--- config.mk ---
export PLATFORM = sky130hd
export DESIGN_NAME = cmd_uart_resp
export DESIGN_NICKNAME = d
export VERILOG_FILES = /design/src/rtl/cmd_uart_resp.sv
export SDC_FILE = /design/constraint.sdc
export NUM_CORES = 1
export LEC_CHECK = 0
export ABC_AREA = 1
export BUFFER_PORTS_ARGS = -buffer_cell sky130_fd_sc_hd__buf_2
export CAP_MARGIN = 20
export CORE_MARGIN = 2
export CORE_UTILIZATION = 40
export DETAILED_ROUTE_END_ITERATION = 8
export HOLD_SLACK_MARGIN = 0.08
export PLACE_DENSITY_LB_ADDON = 0.05
export RECOVER_POWER = 50
export SYNTH_ARGS = -nofsm -noshare
export SYNTH_HDL_FRONTEND = slang
export SYNTH_SLANG_ARGS = --single-unit
--- constraint.sdc ---
create_clock -name clk -period 1.57 [get_ports clk]
set_input_delay 0.314 -clock clk [delete_from_list [all_inputs] [get_ports clk]]
set_output_delay 0.314 -clock clk [all_outputs]
set_load 0.005 [all_outputs]
--- src/rtl/cmd_uart_resp.sv ---
`default_nettype none
// ============================================================================
// Module      : cmd_uart_resp
// Description : UART command receiver (two bytes, high first, assembled into
//               a 16-bit command) plus an independent one-byte UART response
//               transmitter. Optional inter-byte timeout: CMD_TIMEOUT_EN.
// Revision    : 1.0 - initial release
// ============================================================================
module cmd_uart_resp #(
    parameter int BAUD_DIV    = 2604,
    parameter int TIMEOUT_CYC = 1000000
) (
    input  logic        clk,
    input  logic        rst,
    input  logic        RX,
    output logic        TX,
    output logic [15:0] cmd,
    output logic        cmd_rdy,
    input  logic        clr_cmd_rdy,
    input  logic [7:0]  resp,
    input  logic        trmt,
    output logic        tx_done,
    output logic        frm_err
);

    localparam logic [11:0] c_baud_full = 12'(BAUD_DIV - 1);
    localparam logic [11:0] c_baud_half = 12'(BAUD_DIV / 2 - 1);

    localparam logic [1:0] c_rx_idle  = 2'd0;
    localparam logic [1:0] c_rx_start = 2'd1;
    localparam logic [1:0] c_rx_data  = 2'd2;
    localparam logic [1:0] c_rx_stop  = 2'd3;

    localparam logic [0:0] c_wait_hi = 1'b0;
    localparam logic [0:0] c_wait_lo = 1'b1;

    localparam logic [0:0] c_tx_idle = 1'b0;
    localparam logic [0:0] c_tx_busy = 1'b1;

    if (BAUD_DIV < 8 || BAUD_DIV > 4095 || TIMEOUT_CYC < 1) begin : g_bad_param
        $error("cmd_uart_resp: BAUD_DIV or TIMEOUT_CYC out of range");
    end

    // ------------------------------------------------------------------
    // Receiver
    // ------------------------------------------------------------------
    logic        r_rx_meta, r_rx_sync, r_rx_prev;
    logic [1:0]  r_rx_state, w_rx_state_nxt;
    logic [11:0] r_rx_baud;
    logic [2:0]  r_rx_bitcnt;
    logic [7:0]  r_rx_shift;
    logic        r_byte_vld;
    logic        r_frm_err;
    logic        w_rx_tick, w_start_det;

    assign w_rx_tick   = (r_rx_baud == 12'd0);
    assign w_start_det = r_rx_prev & ~r_rx_sync;

    always_ff @(posedge clk) begin
        if (rst) begin
            r_rx_meta <= 1'b1;
            r_rx_sync <= 1'b1;
            r_rx_prev <= 1'b1;
        end else begin
            r_rx_meta <= RX;
            r_rx_sync <= r_rx_meta;
            r_rx_prev <= r_rx_sync;
        end
    end

    always_comb begin
        w_rx_state_nxt = r_rx_state;
        case (r_rx_state)
            c_rx_idle:  if (w_start_det) w_rx_state_nxt = c_rx_start;
            c_rx_start: if (w_rx_tick) w_rx_state_nxt = r_rx_sync ? c_rx_idle : c_rx_data;
            c_rx_data:  if (w_rx_tick && r_rx_bitcnt == 3'd7) w_rx_state_nxt = c_rx_stop;
            c_rx_stop:  if (w_rx_tick) w_rx_state_nxt = c_rx_idle;
            default:    w_rx_state_nxt = c_rx_idle;
        endcase
    end

    always_ff @(posedge clk) begin
        if (rst) begin
            r_rx_state  <= c_rx_idle;
            r_rx_baud   <= 12'd0;
            r_rx_bitcnt <= 3'd0;
            r_rx_shift  <= 8'd0;
            r_byte_vld  <= 1'b0;
            r_frm_err   <= 1'b0;
        end else begin
            r_rx_state <= w_rx_state_nxt;
            r_byte_vld <= 1'b0;
            r_frm_err  <= 1'b0;
            if (r_rx_state == c_rx_idle) begin
                if (w_start_det) r_rx_baud <= c_baud_half;
            end else if (w_rx_tick) begin
                r_rx_baud <= c_baud_full;
                if (r_rx_state == c_rx_start) r_rx_bitcnt <= 3'd0;
                if (r_rx_state == c_rx_data) begin
                    r_rx_shift  <= {r_rx_sync, r_rx_shift[7:1]};
                    r_rx_bitcnt <= r_rx_bitcnt + 3'd1;
                end
                if (r_rx_state == c_rx_stop) begin
                    r_byte_vld <= r_rx_sync;
                    r_frm_err  <= ~r_rx_sync;
                end
            end else begin
                r_rx_baud <= r_rx_baud - 12'd1;
            end
        end
    end

    assign frm_err = r_frm_err;

    // ------------------------------------------------------------------
    // Command assembler
    // ------------------------------------------------------------------
    logic [0:0]  r_asm_state, w_asm_state_nxt;
    logic [15:0] r_cmd;
    logic        r_cmd_rdy;
    logic        w_timeout;

`ifdef CMD_TIMEOUT_EN
    localparam int c_to_w = $clog2(TIMEOUT_CYC + 1);
    logic [c_to_w-1:0] r_to_cnt;

    always_ff @(posedge clk) begin
        if (rst || r_asm_state == c_wait_hi || r_byte_vld) r_to_cnt <= '0;
        else if (!w_timeout) r_to_cnt <= r_to_cnt + 1'b1;
    end

    assign w_timeout = (r_asm_state == c_wait_lo) &&
                       (r_to_cnt == c_to_w'(TIMEOUT_CYC - 1));
`else
    assign w_timeout = 1'b0;
`endif

    // A byte arriving in the same cycle as the timeout takes priority.
    always_comb begin
        w_asm_state_nxt = r_asm_state;
        if (r_byte_vld)
            w_asm_state_nxt = (r_asm_state == c_wait_hi) ? c_wait_lo : c_wait_hi;
        else if (w_timeout)
            w_asm_state_nxt = c_wait_hi;
    end

    always_ff @(posedge clk) begin
        if (rst) begin
            r_asm_state <= c_wait_hi;
            r_cmd       <= 16'h0000;
            r_cmd_rdy   <= 1'b0;
        end else begin
            r_asm_state <= w_asm_state_nxt;
            if (clr_cmd_rdy) r_cmd_rdy <= 1'b0;
            if (r_byte_vld) begin
                if (r_asm_state == c_wait_hi) begin
                    r_cmd[15:8] <= r_rx_shift;
                    r_cmd_rdy   <= 1'b0;
                end else begin
                    r_cmd[7:0]  <= r_rx_shift;
                    r_cmd_rdy   <= 1'b1;
                end
            end
        end
    end

    assign cmd     = r_cmd;
    assign cmd_rdy = r_cmd_rdy;

    // ------------------------------------------------------------------
    // Transmitter: start bit driven directly, then {stop, data} shifted LSB first
    // ------------------------------------------------------------------
    logic [0:0]  r_tx_state, w_tx_state_nxt;
    logic [11:0] r_tx_baud;
    logic [3:0]  r_tx_bitcnt;
    logic [8:0]  r_tx_shift;
    logic        r_tx, r_tx_done;
    logic        w_tx_tick, w_tx_last;

    assign w_tx_tick = (r_tx_baud == 12'd0);
    assign w_tx_last = w_tx_tick && (r_tx_bitcnt == 4'd9);

    always_comb begin
        w_tx_state_nxt = r_tx_state;
        case (r_tx_state)
            c_tx_idle: if (trmt) w_tx_state_nxt = c_tx_busy;
            c_tx_busy: if (w_tx_last) w_tx_state_nxt = c_tx_idle;
            default:   w_tx_state_nxt = c_tx_idle;
        endcase
    end

    always_ff @(posedge clk) begin
        if (rst) begin
            r_tx_state  <= c_tx_idle;
            r_tx_baud   <= 12'd0;
            r_tx_bitcnt <= 4'd0;
            r_tx_shift  <= 9'h1FF;
            r_tx        <= 1'b1;
            r_tx_done   <= 1'b0;
        end else begin
            r_tx_state <= w_tx_state_nxt;
            if (r_tx_state == c_tx_idle) begin
                if (trmt) begin
                    r_tx_shift  <= {1'b1, resp};
                    r_tx        <= 1'b0;
                    r_tx_baud   <= c_baud_full;
                    r_tx_bitcnt <= 4'd0;
                    r_tx_done   <= 1'b0;
                end
            end else if (w_tx_last) begin
                r_tx_done <= 1'b1;
            end else if (w_tx_tick) begin
                r_tx        <= r_tx_shift[0];
                r_tx_shift  <= {1'b1, r_tx_shift[8:1]};
                r_tx_bitcnt <= r_tx_bitcnt + 4'd1;
                r_tx_baud   <= c_baud_full;
            end else begin
                r_tx_baud <= r_tx_baud - 12'd1;
            end
        end
    end

    assign TX      = r_tx;
    assign tx_done = r_tx_done;

endmodule
`default_nettype wire

### Word-level counts from Yosys, hierarchy flattened

Index checks and enable logic that the tools add are counted.

| storage, ports and cells | value |
|---|---|
| bits in registers | 76 |
| input port bits | 13 |
| output and inout port bits | 20 |

| cells by class | value |
|---|---|
| add/subtract/negate cells | 4 |
| eq/ne operators | 12 |
| multiplexer cells | 36 |
| bitwise logic cells | 7 |
| reduce and logical (&&, ||, !) cells | 17 |

Operators by type and width:

| operator | number |
|---|---|
| 12-bit two-way mux | 7 |
| 9-bit two-way mux | 4 |
| 12-bit logical NOT | 2 |
| 12-bit by 1-bit subtractor with 12-bit output (second input constant) | 2 |
| 4-bit two-way mux | 4 |
| 1-bit two-way mux | 12 |
| 2-bit two-way mux | 5 |
| 2-bit != test (second input constant) | 5 |
| 3-bit AND reduction | 3 |
| 2-bit case mux with 4 select lines | 1 |
| 2-bit AND reduction | 4 |
| 3-bit two-way mux | 2 |
| 1-bit NOT | 6 |
| 2-bit nonzero test | 3 |
| 4-bit by 1-bit adder with 4-bit output (second input constant) | 1 |
| 2-bit equality test (second input constant) | 2 |
| 4-bit equality test (second input constant) | 1 |
| 2-bit by 1-bit != test with 1-bit output (second input constant) | 2 |
| 4-bit AND reduction | 1 |
| 4-bit OR reduction | 1 |
| 3-bit by 1-bit adder with 3-bit output (second input constant) | 1 |
| 3-bit equality test (second input constant) | 1 |
| 2-bit by 1-bit equality test with 1-bit output (second input constant) | 1 |
| 1-bit logical AND | 2 |
| other kinds (3) | 3 |

### Longest topological paths before layout

Gate-level depths: netlist of run 1.

| logic depth | value |
|---|---|
| depth after elaboration | 4 |
| depth in mapped cells | 10 |
| depth with buffers taken out | 10 |

### Worst setup path before layout of run 1

OpenSTA, ideal clock, no wires.

| path | value |
|---|---|
| path kind | reg2reg |
| start point | register r_tx_baud[0] |
| end point | register r_tx, in the netlist TX |
| arrival time | 1.363 ns |
| data required time | 1.436 ns |
| slack | 0.073 ns |
| cell stages (with the launch flop) | 11 |
| buffers on the path | 1 |
| clock period less this slack | 1.497 ns |
| path through | dfxtp_1 > inv_1 > ha_1 > nand2_2 > nor2_4 > nand2_4 > o21ai_4 > nand2_4 > buf_6 > nand2_1 > nand3_1 |

| on the way | value |
|---|---|
| longest elaborated chain between the ends | 4 |

RTL lines:

| item | line | RTL |
|---|---|---|
| from (decl) | 174 | `logic [11:0] r_tx_baud;` |
| from (signal assigned) | 206 | `r_tx_baud <= c_baud_full;` |
| from (signal assigned) | 216 | `r_tx_baud <= c_baud_full;` |
| from (signal assigned) | 218 | `r_tx_baud <= r_tx_baud - 12'd1;` |
| 12-bit logical NOT * | 180 | `assign w_tx_tick = (r_tx_baud == 12'd0);` |
| 1-bit logical AND | 181 | `assign w_tx_last = w_tx_tick && (r_tx_bitcnt == 4'd9);` |
| 2-bit != test (no line) | n/a |  |
| 3-bit AND reduction (no line) * | n/a |  |
| to (signal assigned) | 213 | `r_tx <= r_tx_shift[0];` |
| to (decl) | 177 | `logic r_tx, r_tx_done;` |

Mark *: on every way between the ends. The rest lies on a longest branch, timed or not.
A chain may end at the register's enable or synchronous reset.

### Worst setup path in the final report of run 1

| path | value |
|---|---|
| start point | register r_tx_baud[1] |
| end point | register r_tx_bitcnt[2] |

| on the way | value |
|---|---|
| longest elaborated chain between the ends | 4 |

RTL lines:

| item | line | RTL |
|---|---|---|
| 12-bit logical NOT * | 180 |  |
| 1-bit logical AND | 181 |  |
| 2-bit != test (no line) | n/a |  |
| 3-bit AND reduction (no line) * | n/a |  |
| to (signal assigned) | 215 | `r_tx_bitcnt <= r_tx_bitcnt + 4'd1;` |
| to (decl) | 175 | `logic [3:0] r_tx_bitcnt;` |

Marked as above.

==> results of run 1 <==
[critical path, cell delays in order, from the launching register on]
cell,delay (ns)
dfxtp_2,0.34
inv_2,0.09
ha_4,0.15
nand2_4,0.05
nor2_4,0.11
nand2_4,0.10
o21ai_4,0.26
buf_6,0.16
nand3_1,0.07
a21oi_1,0.14
[power by group]
group | switching (uW) | total [uW] | leakage [uW] | internal, uW
combinational | 1340 | 2180 | 0.00128 | 846
sequential | 170 | 2300 | 0.000613 | 2130
clock | 819 | 1580 | 0.000102 | 761
[through the flow]
step	TNS [ns]	area, sq um	setup slack [ns]	utilization, %	hold slack, ns
floorplan	0	3630	0.0731	-	0.389
global placement	0	4000	0.101	45.7	0.395
detailed placement	0	4000	0.0551	45.7	0.399
CTS	0	4210	0.0328	48.1	0.123
global route	-0.727	4340	-0.0763	49.5	0.130
finish	0	4340	0.0400	49.5	0.130
[layout make-up]
class / instances / area [sq um] / share of cell area, %
clock buffers: 9 / 124 / 2.85
clock inverters: 7 / 83.8 / 1.93
repair buffers: 59 / 378 / 8.71
flip-flops and latches: 75 / 1510 / 34.7
inverters: 51 / 191 / 4.41
well taps: 108 / 135 / 3.11
multi-input cells: 356 / 1920 / 44.3
[cell families (layout without fill, tap and decap cells)]
logic type / after synthesis / in the layout / share of synthesized area, %
buffers and inverters: 69 / 126 / 8.82
flip-flops: 75 / 75 / 41.3
adder cells (fa/ha/maj): 12 / 12 / 4.13
AO/OA/AOI/OAI: 88 / 88 / 13.5
XOR/XNOR: 10 / 10 / 2.41
AND/OR/NAND/NOR: 245 / 246 / 29.8
[layout by cell type, fill, tap and decap left out, types with 2 or more instances in the layout]
master,count
nor2_1,65
o21ai_4,2
buf_2,24
a21oi_2,3
or2_2,4
buf_4,21
xnor2_1,2
o21ai_0,35
nand2_2,6
inv_2,5
o21ai_1,2
nand4_1,7
nand2_1,93
clkinv_4,2
buf_6,2
nor2_2,6
dfxtp_2,4
dfxtp_1,71
inv_1,46
xor2_1,8
inv_6,2
nand3_2,8
nor3_1,4
nand2_4,3
nor2_4,6
clkbuf_8,9
nand3_1,42
buf_12,2
clkbuf_1,10
ha_1,10
o211ai_1,4
a21oi_1,38
[path summary, 6_finish.rpt]
kind | slack, ns | cells after the start | start | end
worst max register to register | 0.04 | 9 | r_tx_baud[1]$_SDFFE_PP0P_ | r_tx_bitcnt[2]$_SDFFE_PP0P_
worst max-delay path | 0.04 | 9 | r_tx_baud[1]$_SDFFE_PP0P_ | r_tx_bitcnt[2]$_SDFFE_PP0P_
worst min register to register | 0.42 | 1 | r_rx_meta$_SDFF_PP1_ | r_rx_sync$_SDFF_PP1_
worst min-delay path | 0.13 | 2 | RX | r_rx_meta$_SDFF_PP1_
[sequential cells by signal, indices dropped and copies added, names as in the netlist, 3 cells and up, named ones only]
signal       count
r_tx_baud       12
r_tx_shift       8
r_rx_bitcnt      3
cmd             16
r_tx_bitcnt      4
r_rx_shift       8
r_rx_baud       12
[layer usage]
layer	vias up	global-route usage (%)	part of all wire [%]
li1	1723	-	-
met1	1486	23.5	50
met2	61	27.8	44
met3	14	4.08	4.1
met4	0	6.53	2.1
met5	-	0	0
[timing repair]
item / 4_1_cts / 5_1_grt
resized for setup: 0 / 34
endpoints found under the hold margin: 0 / 0
setup endpoints to repair: 0 / 36
buffers inserted: 0 / 3
==> summary.md, run 1 <==
| Metric | Value |
|---|---|
| Status | complete, no violations |
| Power per cell area | 1400 mW/mm^2 |
| Headroom to the max-slew limit | 73.4% |
| Slew Viols, Final | 0 |
| Height of the die | 99.3 um |
| Slew at the pin closest to its max-slew limit | 0.399 ns |
| Number of synthesized flops with an enable pin | 0 |
| Ports | 33 |
| Count leader, synth | nand2_1 |
| Placed insts | 645 |
| Most frequent cells after synthesis | nand2_1, dfxtp_1, nor2_1 |
| CTS tree | done |
| Crit Path Class | reg2reg |
| Max frequency | 654 MHz |
| Min-delay worst type | in2reg |
| Core Rows | 34 |
| Worst EP arrival | 1.84 ns |
| Core region area | 0.00876 sq mm |
| Global Route Usage Sum | 17.6% |
| Crit-path max FO | 7 |
| Clock latency on the worst-skew pair | 0.37 ns |
| Clock sink count | 75 |
| Synth async-reset ratio | 0% |
| Netlist cell types | 33 |
| DP Wirelength | 5.65 mm |
| Die span in x | 99.3 um |
| CP Capture Type | flip-flop |
| Total Wirelength | 8.22 mm |
| Clock root cell | clkbuf_8 |
| Drc violations | 0 |
| Final worst-path cycle share | 97.5% |
| Max H-tree Level | 3 |
| Share of layout cells above drive strength 1 | 20.6% |
| 1st-iter DRT viols | 107 |
| Clock buffer depth | 2 |
| Pin count of the biggest net entering global routing | 44 |
| Ys flop type | dfxtp_1 |
| Area grow syn2layout | 19.5% |
| Final hold viol count | 0 |
| Wire length per cell | 12.4 um |
| Antenna diode count | 0 |
| Pleak | 0.00199 uW |
| Layout Skew | 0.0119 ns |
| Post-Syn Area | 0.00363 sq mm |
| Final layout net count | 577 |
| Cells after synthesis | 499 |
| CTS buffer count | 9 |
| Max-Cap Viols | 0 |
| Syn Nets | 524 |
| Top-area cell type share of the netlist area | 41.3% |
| Die Footprint | 0.00986 sq mm |
| Final setup vio count | 0 |
| First-pass GRT wire length | 14.1 mm |
| Starting Density | 41.4% |
| Crit start category | flip-flop |
| Maximum vdd drop | 0.657 mV |
| Layout Cells excl Fill | 665 |
| Synth area leaders | dfxtp_1, nand2_1, nor2_1 |
| Worst EP required | 1.88 ns |
| Vias per cell | 4.94 |
| Yosys top cell by area | dfxtp_1 |
| Hold-fix buffers at CTS | 0 |
| Min Tclk post-route | 1.53 ns |
| Initial antenna violation count | 0 |
| Synthesized area per cell | 7.28 sq um |
| Synth Register Bits | 75 |
| CTS clk-pin slew, worst paths | 0.09 ns |
| GP Congestion | 0.845 |
| Fill count | 876 |
| DRT Pass-1 Iters | 4 |
| Yosys warnings | 0 |
| Final Power | 6060 uW |
| Antenna viol nets, final | 0 |
| Vias | 3284 |
| Buffers on Ports | 32 |
| Sequential fraction of the synthesis area | 41.3% |
| RSZ-0062 raised after global routing | true |
| Overflow after GRT | 0 |
| Vias in the first global route | 3035 |
(Power assumes the default switching activity.)
==> inputs of run 2 (changes only) <==
--- a/config.mk
+++ b/config.mk
@@ -13,7 +13,7 @@
 export DETAILED_ROUTE_END_ITERATION = 8
 export HOLD_SLACK_MARGIN = 0.08
 export PLACE_DENSITY_LB_ADDON = 0.05
-export RECOVER_POWER = 50
+export SKIP_CTS_REPAIR_TIMING = 1
 export SYNTH_ARGS = -nofsm -noshare
 export SYNTH_HDL_FRONTEND = slang
 export SYNTH_SLANG_ARGS = --single-unit
==> run 2 against run 1 <==
Register-to-register slack barely moved; largest power group unchanged; global-route usage did not move; clock power barely moved; largest cell class unchanged.
==> summary.md, run 2 (synthesis results as in run 1) <==
| Metric | Value |
|---|---|
| Status | complete, no violations |
| Vias per cell | 4.92 (-0.27%) |
| Max FFs per register | 16 (unchanged) |
| Drc violations | 0 (unchanged) |
| Final worst slack | 0.0400 ns (+0.0000428 ns) |
| Most common cell after layout, fill and taps aside | nand2_1 |
| Clock buffer depth | 2 (unchanged) |
| 1st-iter DRT viols | 110 (+2.8%) |
| Storage element area | 0.00151 sq mm (unchanged) |
| Die span in x | 99.3 um (unchanged) |
| DP Wirelength | 5.65 mm (unchanged) |
| CP max stage cell | dfxtp_2 |
| Clock root cell | clkbuf_8 |
| Initial antenna violation count | 0 (unchanged) |
| Register-to-register path setup slack | 0.04 ns (about the same) |
| GR met1 Demand/Resource | 23.5% (unchanged) |
| Pleak | 0.00204 uW (+2.1%) |
| Worst Setup SP | r_tx_baud[1]$_SDFFE_PP0P_ |
| Total Wirelength | 8.21 mm (-0.12%) |
| Pint | 3740 uW (about the same) |
| Multi-input gate area | 0.00192 sq mm (unchanged) |
| Path depth of the worst reg2reg path | 9 (unchanged) |
| Sw Ratio | 38.3% (-0.052 points) |
| Area grow syn2layout | 19.9% |
| Final setup vio count | 0 (unchanged) |
| RSZ-0062 raised after global routing | true |
| Clock latency on the worst-skew pair | 0.36 ns (about the same) |
| Comb power frac | 36.1% (about the same) |
| M3 GR Usage | 4.08% (unchanged) |
| Pin count of the biggest net entering global routing | 44 (unchanged) |
| Seq pwr share | 37.9% (about the same) |
| Final worst-path cycle share | 97.5% (about the same) |
| Slew at the pin closest to its max-slew limit | 0.380 ns (-0.0186 ns) |
| Final layout net count | 577 (unchanged) |
| Crit path largest cell delay | 0.34 ns (about the same) |
| Min-delay worst type | in2reg |
| Critical Path End | r_tx_bitcnt[2]$_SDFFE_PP0P_ |
| Crit-path max FO | 7 (unchanged) |
| Buffers on Ports | 32 (unchanged) |
| Most frequent cells in the layout | nand2_1, dfxtp_1, nor2_1 |
| Slew Viols, Final | 0 (unchanged) |
| Global Route Usage Sum | 17.6% (unchanged) |
| Height of the die | 99.3 um (unchanged) |
| Worst EP required | 1.87 ns (about the same) |
| Worst R2R End | r_tx_bitcnt[2]$_SDFFE_PP0P_ |
| Crit Path Class | reg2reg |
| Crit-path cells | inv_2 > ha_4 > nand2_4 > nor2_4 > nand2_4 > o21ai_4 > buf_6 > nand3_1 > a21oi_1 |
| Headroom to the max-slew limit | 74.6% (+1.2 points) |
| Max-Cap Viols | 0 (unchanged) |
| Overflow after GRT | 0 (unchanged) |
| CP Capture Type | flip-flop |
| Most frequent CP cell | nand2_4 |
| DRT Pass-1 Iters | 4 (unchanged) |
| Max H-tree Level | 3 (unchanged) |
| Clock sink count | 75 (unchanged) |
| CTS buffer count | 9 (unchanged) |
| Antenna viol nets, final | 0 (unchanged) |
| Layout Skew | 0.0108 ns (-0.00109 ns) |
| Vias in the first global route | 3035 (unchanged) |
| First-pass GRT wire length | 14.1 mm (unchanged) |
| Total negative slack | 0 ns (unchanged) |
| Core Rows | 34 (unchanged) |
| Clock power share | 26.0% (about the same) |
| Worst EP arrival | 1.83 ns (about the same) |
| CTS tree | done |
| Antenna diode count | 0 (unchanged) |
| Die Footprint | 0.00986 sq mm (unchanged) |
| Final hold viol count | 0 (unchanged) |
| GR Util met2 | 27.8% (unchanged) |
| Vias | 3275 (-0.27%) |
| Maximum vdd drop | 0.662 mV (+0.74%) |
| Crit start category | flip-flop |
| Reg2Reg Launch Point | r_tx_baud[1]$_SDFFE_PP0P_ |
| Min Tclk post-route | 1.53 ns (-0.0000428 ns) |
| GP Congestion | 0.845 (unchanged) |
| Ports | 33 (unchanged) |
| Fill count | 867 (-1.0%) |
| Core region area | 0.00876 sq mm (unchanged) |
| Share of layout cells above drive strength 1 | 22.4% (+1.8 points) |
| NetSw | 2320 uW (-0.19%) |
| Max frequency | 654 MHz (about the same) |
| CTS clk-pin slew, worst paths | 0.09 ns (about the same) |
| Pre-CTS WS | 0.0551 ns (unchanged) |
| Power per cell area | 1390 mW/mm^2 (-0.46%) |
| Starting Density | 41.4% (unchanged) |
| Wire length per cell | 12.3 um (-0.12%) |
| Global route hottest layer | met2 |
## run 2: power groups by stage
stage          Combinational, uW  Clock (uW)  Sequential, uW
2_1_floorplan               1550           0            2300
3_3_place_gp                2020           0            2330
3_5_place_dp                2030           0            2330
4_1_cts                     2030        1630            2290
5_1_grt                     2500        1710            2330
6_report                    2190        1570            2300
## run 2: final cells by class
cell class / instances / area share (%)
clock buffer: 9 / 2.84
multi-input combinational: 356 / 44.1
timing repair buffer: 59 / 9.08
tap: 108 / 3.10
sequential: 75 / 34.6
inverter: 51 / 4.39
clock inverter: 7 / 1.92
## run 2: per-stage QoR
stage / hold slack [ns] / utilization [%] / cells / power (uW) / instance area (sq um)
floorplan: 0.389 / - / 499 / 3850 / 3630
global route: 0.130 / 49.7 / 665 / 6540 / 4360
CTS: 0.123 / 48.1 / 661 / 5950 / 4210
detailed placement: 0.399 / 45.7 / 645 / 4360 / 4000
finish: 0.135 / 49.7 / 665 / 6060 / 4360
global placement: 0.395 / 45.7 / 645 / 4350 / 4000
## run 2: routing by layer
layer	vias to the layer above	part of all wire [%]	routed length, um
li1	1723	-	-
met1	1487	50	4080
met2	56	45	3690
met3	9	4.1	336
met4	0	1.3	110
met5	-	0	0
## run 2: worst min-delay path by stage
stage / endpoint / slack, ns / from / depth (start not counted)
finish: r_rx_meta$_SDFF_PP1_ / 0.13 / RX / 2
global route: r_rx_meta$_SDFF_PP1_ / 0.13 / RX / 2
CTS: r_rx_meta$_SDFF_PP1_ / 0.12 / RX / 2
detailed placement: r_rx_sync$_SDFF_PP1_ / 0.40 / r_rx_meta$_SDFF_PP1_ / 1
global placement: r_rx_sync$_SDFF_PP1_ / 0.40 / r_rx_meta$_SDFF_PP1_ / 1
floorplan: r_rx_sync$_SDFF_PP1_ / 0.39 / r_rx_meta$_SDFF_PP1_ / 1
## run 2: worst max-delay path: cells and delay by family (launching register included)
kind	cells	cell delay, ns
AO/OA/AOI/OAI	2	0.40
adder cells (fa/ha/maj)	1	0.15
flip-flops	1	0.34
buffers and inverters	2	0.25
AND/OR/NAND/NOR	4	0.33
==> inputs of run 3 (changes only) <==
--- a/config.mk
+++ b/config.mk
@@ -8,8 +8,10 @@
 export ABC_AREA = 1
 export BUFFER_PORTS_ARGS = -buffer_cell sky130_fd_sc_hd__buf_2
 export CAP_MARGIN = 20
+export CELL_PAD_IN_SITES_DETAIL_PLACEMENT = 0
+export CELL_PAD_IN_SITES_GLOBAL_PLACEMENT = 1
 export CORE_MARGIN = 2
-export CORE_UTILIZATION = 40
+export CORE_UTILIZATION = 39
 export DETAILED_ROUTE_END_ITERATION = 8
 export HOLD_SLACK_MARGIN = 0.08
 export PLACE_DENSITY_LB_ADDON = 0.05
==> run 3 against run 2 <==
Global-route usage grew 0.15 points; register-to-register slack is essentially flat; via count grew 0.12%; worst setup slack gained 0.0023 ns; first-iteration DRC count shrank 17%.
==> summary.md, run 3 (synthesis results as in run 1) <==
| Metric | Value |
|---|---|
| Status | complete, no violations |
| Path depth of the worst reg2reg path | 9 (unchanged) |
| Placed cell areas | 0.00404 sq mm (+0.84%) |
| Buffers on Ports | 32 (unchanged) |
| Clock root cell | clkbuf_8 |
| Core region area | 0.00915 sq mm (+4.4%) |
| Total Wirelength | 8.42 mm (+2.5%) |
| Worst EP required | 1.81 ns (-0.06 ns) |
| Final worst slack | 0.0423 ns (+0.00234 ns) |
| Vias per cell | 4.86 (-1.4%) |
| Max-Cap Viols | 0 (unchanged) |
| Slew Viols, Final | 0 (unchanged) |
| Final hold viol count | 0 (unchanged) |
| Reg2Reg Launch Point | r_tx_baud[0]$_SDFFE_PP0P_ |
| Antenna viol nets, final | 0 (unchanged) |
| Worst EP arrival | 1.77 ns (-0.06 ns) |
| First-pass GRT wire length | 14.4 mm (+2.1%) |
| Max H-tree Level | 3 (unchanged) |
| Area grow syn2layout | 21.7% |
| Overflow after GRT | 0 (unchanged) |
| CTS buffer count | 9 (unchanged) |
| Max frequency | 655 MHz (+0.15%) |
| Worst R2R End | r_tx_bitcnt[1]$_SDFFE_PP0P_ |
| Min-delay worst type | in2reg |
| Crit start category | flip-flop |
| Height of the die | 101 um (+1.2%) |
| Die Footprint | 0.0101 sq mm (+2.5%) |
| Headroom to the max-slew limit | 72.0% (-2.5 points) |
| Final layout net count | 584 (+1.2%) |
| CP Capture Type | flip-flop |
| Core Rows | 35 (+2.9%) |
| Clock sink count | 75 (unchanged) |
| Layout Skew | 0.00914 ns (-0.00170 ns) |
| Vias | 3279 (+0.12%) |
| Crit Path Class | reg2reg |
| Worst Hold Launch | RX |
| Pin count of the biggest net entering global routing | 42 (-4.5%) |
| Pre-CTS WS | 0.0451 ns (-0.0100 ns) |
| Die span in x | 101 um (+1.2%) |
| Starting Density | 39.7% (-1.8 points) |
| Most frequent cells in the layout | nand2_1, dfxtp_1, nor2_1 |
| Clock buffer depth | 2 (unchanged) |
| CTS clk-pin slew, worst paths | 0.09 ns (about the same) |
| Clock latency on the worst-skew pair | 0.35 ns (about the same) |
| Vias in the first global route | 3087 (+1.7%) |
| Antenna diode count | 0 (unchanged) |
| Pleak | 0.00208 uW (+2.1%) |
| Post-route design area | 0.00442 sq mm (+1.5%) |
| Crit-path max FO | 7 (unchanged) |
| Most common cell after layout, fill and taps aside | nand2_1 |
| Final worst-path cycle share | 97.3% (-0.15 points) |
| Maximum vdd drop | 0.649 mV (-1.9%) |
| Initial antenna violation count | 0 (unchanged) |
| Ports | 33 (unchanged) |
| Drc violations | 0 (unchanged) |
| Share of layout cells above drive strength 1 | 23.9% (+1.5 points) |
| CTS tree | done |
| RSZ-0062 raised after global routing | true |
| Global Route Usage Sum | 17.7% (+0.15 points) |
| Max FFs per register | 16 (unchanged) |
| Power per cell area | 1400 mW/mm^2 (+0.96%) |
| Register-to-register path setup slack | 0.04 ns (about the same) |
| 1st-iter DRT viols | 91 (-17%) |
| WHS Endpoint | r_rx_meta$_SDFF_PP1_ |
| GP Congestion | 0.812 (-4.0%) |
| Hold path cells | 2 (unchanged) |
| Wire length per cell | 12.5 um (+0.99%) |
| DRT Pass-1 Iters | 4 (unchanged) |
| Min Tclk post-route | 1.53 ns (-0.00234 ns) |
| DP Wirelength | 5.91 mm (+4.5%) |
| Final setup vio count | 0 (unchanged) |
| Slew at the pin closest to its max-slew limit | 0.418 ns (+0.0376 ns) |
[run 3: cell count changes in the layout (fill, tap and decap cells not counted), sizes merged]
cell / delta
clkinv: +1
clkinvlp: -1
buf: +7
[run 3: through the flow]
stage          TNS [ns]  hold WS [ns]  util, %  power [uW]  std cells
3_5_place_dp          0         0.397     44.1        4430        652
6_report              0         0.138     48.3        6210        675
5_1_grt          -0.597         0.119     48.3        6720        675
2_1_floorplan         0         0.389        -        3850        499
3_3_place_gp          0         0.395     44.1        4420        652
4_1_cts               0         0.118     46.5        6100        668
[run 3: critical path, cell delays in order, from the launching register on]
cell and delay (ns):
dfxtp_2 0.34, inv_2 0.08, ha_4 0.14, nand2_4 0.05, nor2_4 0.11, nand2_4 0.10
o21ai_4 0.27, nand2_2 0.16, nand2_1 0.11, a21oi_2 0.05
[run 3: area by class of cell]
class | count | area (sq um)
inverters | 51 | 191
multi-input cells | 356 | 1910
repair buffers | 66 | 448
clock buffers | 9 | 124
well taps | 111 | 139
fillers | 948 | 4730
clock inverters | 7 | 95.1
flip-flops and latches | 75 | 1510
[run 3: per-layer routing]
layer,vias up,GRT usage (%),part of all wire [%]
li1,1743,-,-
met1,1484,24.8,51
met2,42,27.8,46
met3,10,2.84,2.6
met4,0,6.32,1.1
met5,-,0,0
[run 3: worst max path at each step]
| stage | cells past startpoint | from | slack (ns) | endpoint |
|---|---|---|---|---|
| after floorplan | 10 | r_tx_baud[0]$_SDFFE_PP0P_ | 0.07 | TX$_SDFFE_PP1P_ |
| after global placement | 9 | r_tx_baud[1]$_SDFFE_PP0P_ | 0.1 | r_tx_shift[7]$_SDFFE_PP1P_ |
| after detailed placement | 9 | r_tx_baud[1]$_SDFFE_PP0P_ | 0.05 | r_tx_bitcnt[1]$_SDFFE_PP0P_ |
| after CTS | 9 | r_tx_baud[1]$_SDFFE_PP0P_ | 0.02 | r_tx_bitcnt[1]$_SDFFE_PP0P_ |
| after global routing | 9 | r_tx_baud[0]$_SDFFE_PP0P_ | -0.06 | r_tx_shift[5]$_SDFFE_PP1P_ |
| final | 9 | r_tx_baud[0]$_SDFFE_PP0P_ | 0.04 | r_tx_bitcnt[1]$_SDFFE_PP0P_ |
[run 3: where the power goes]
group	leakage (uW)	internal, uW	total, uW	switching, uW
registers	0.000614	2130	2310	175
clock network	0.000111	781	1640	855
logic	0.00135	905	2260	1360
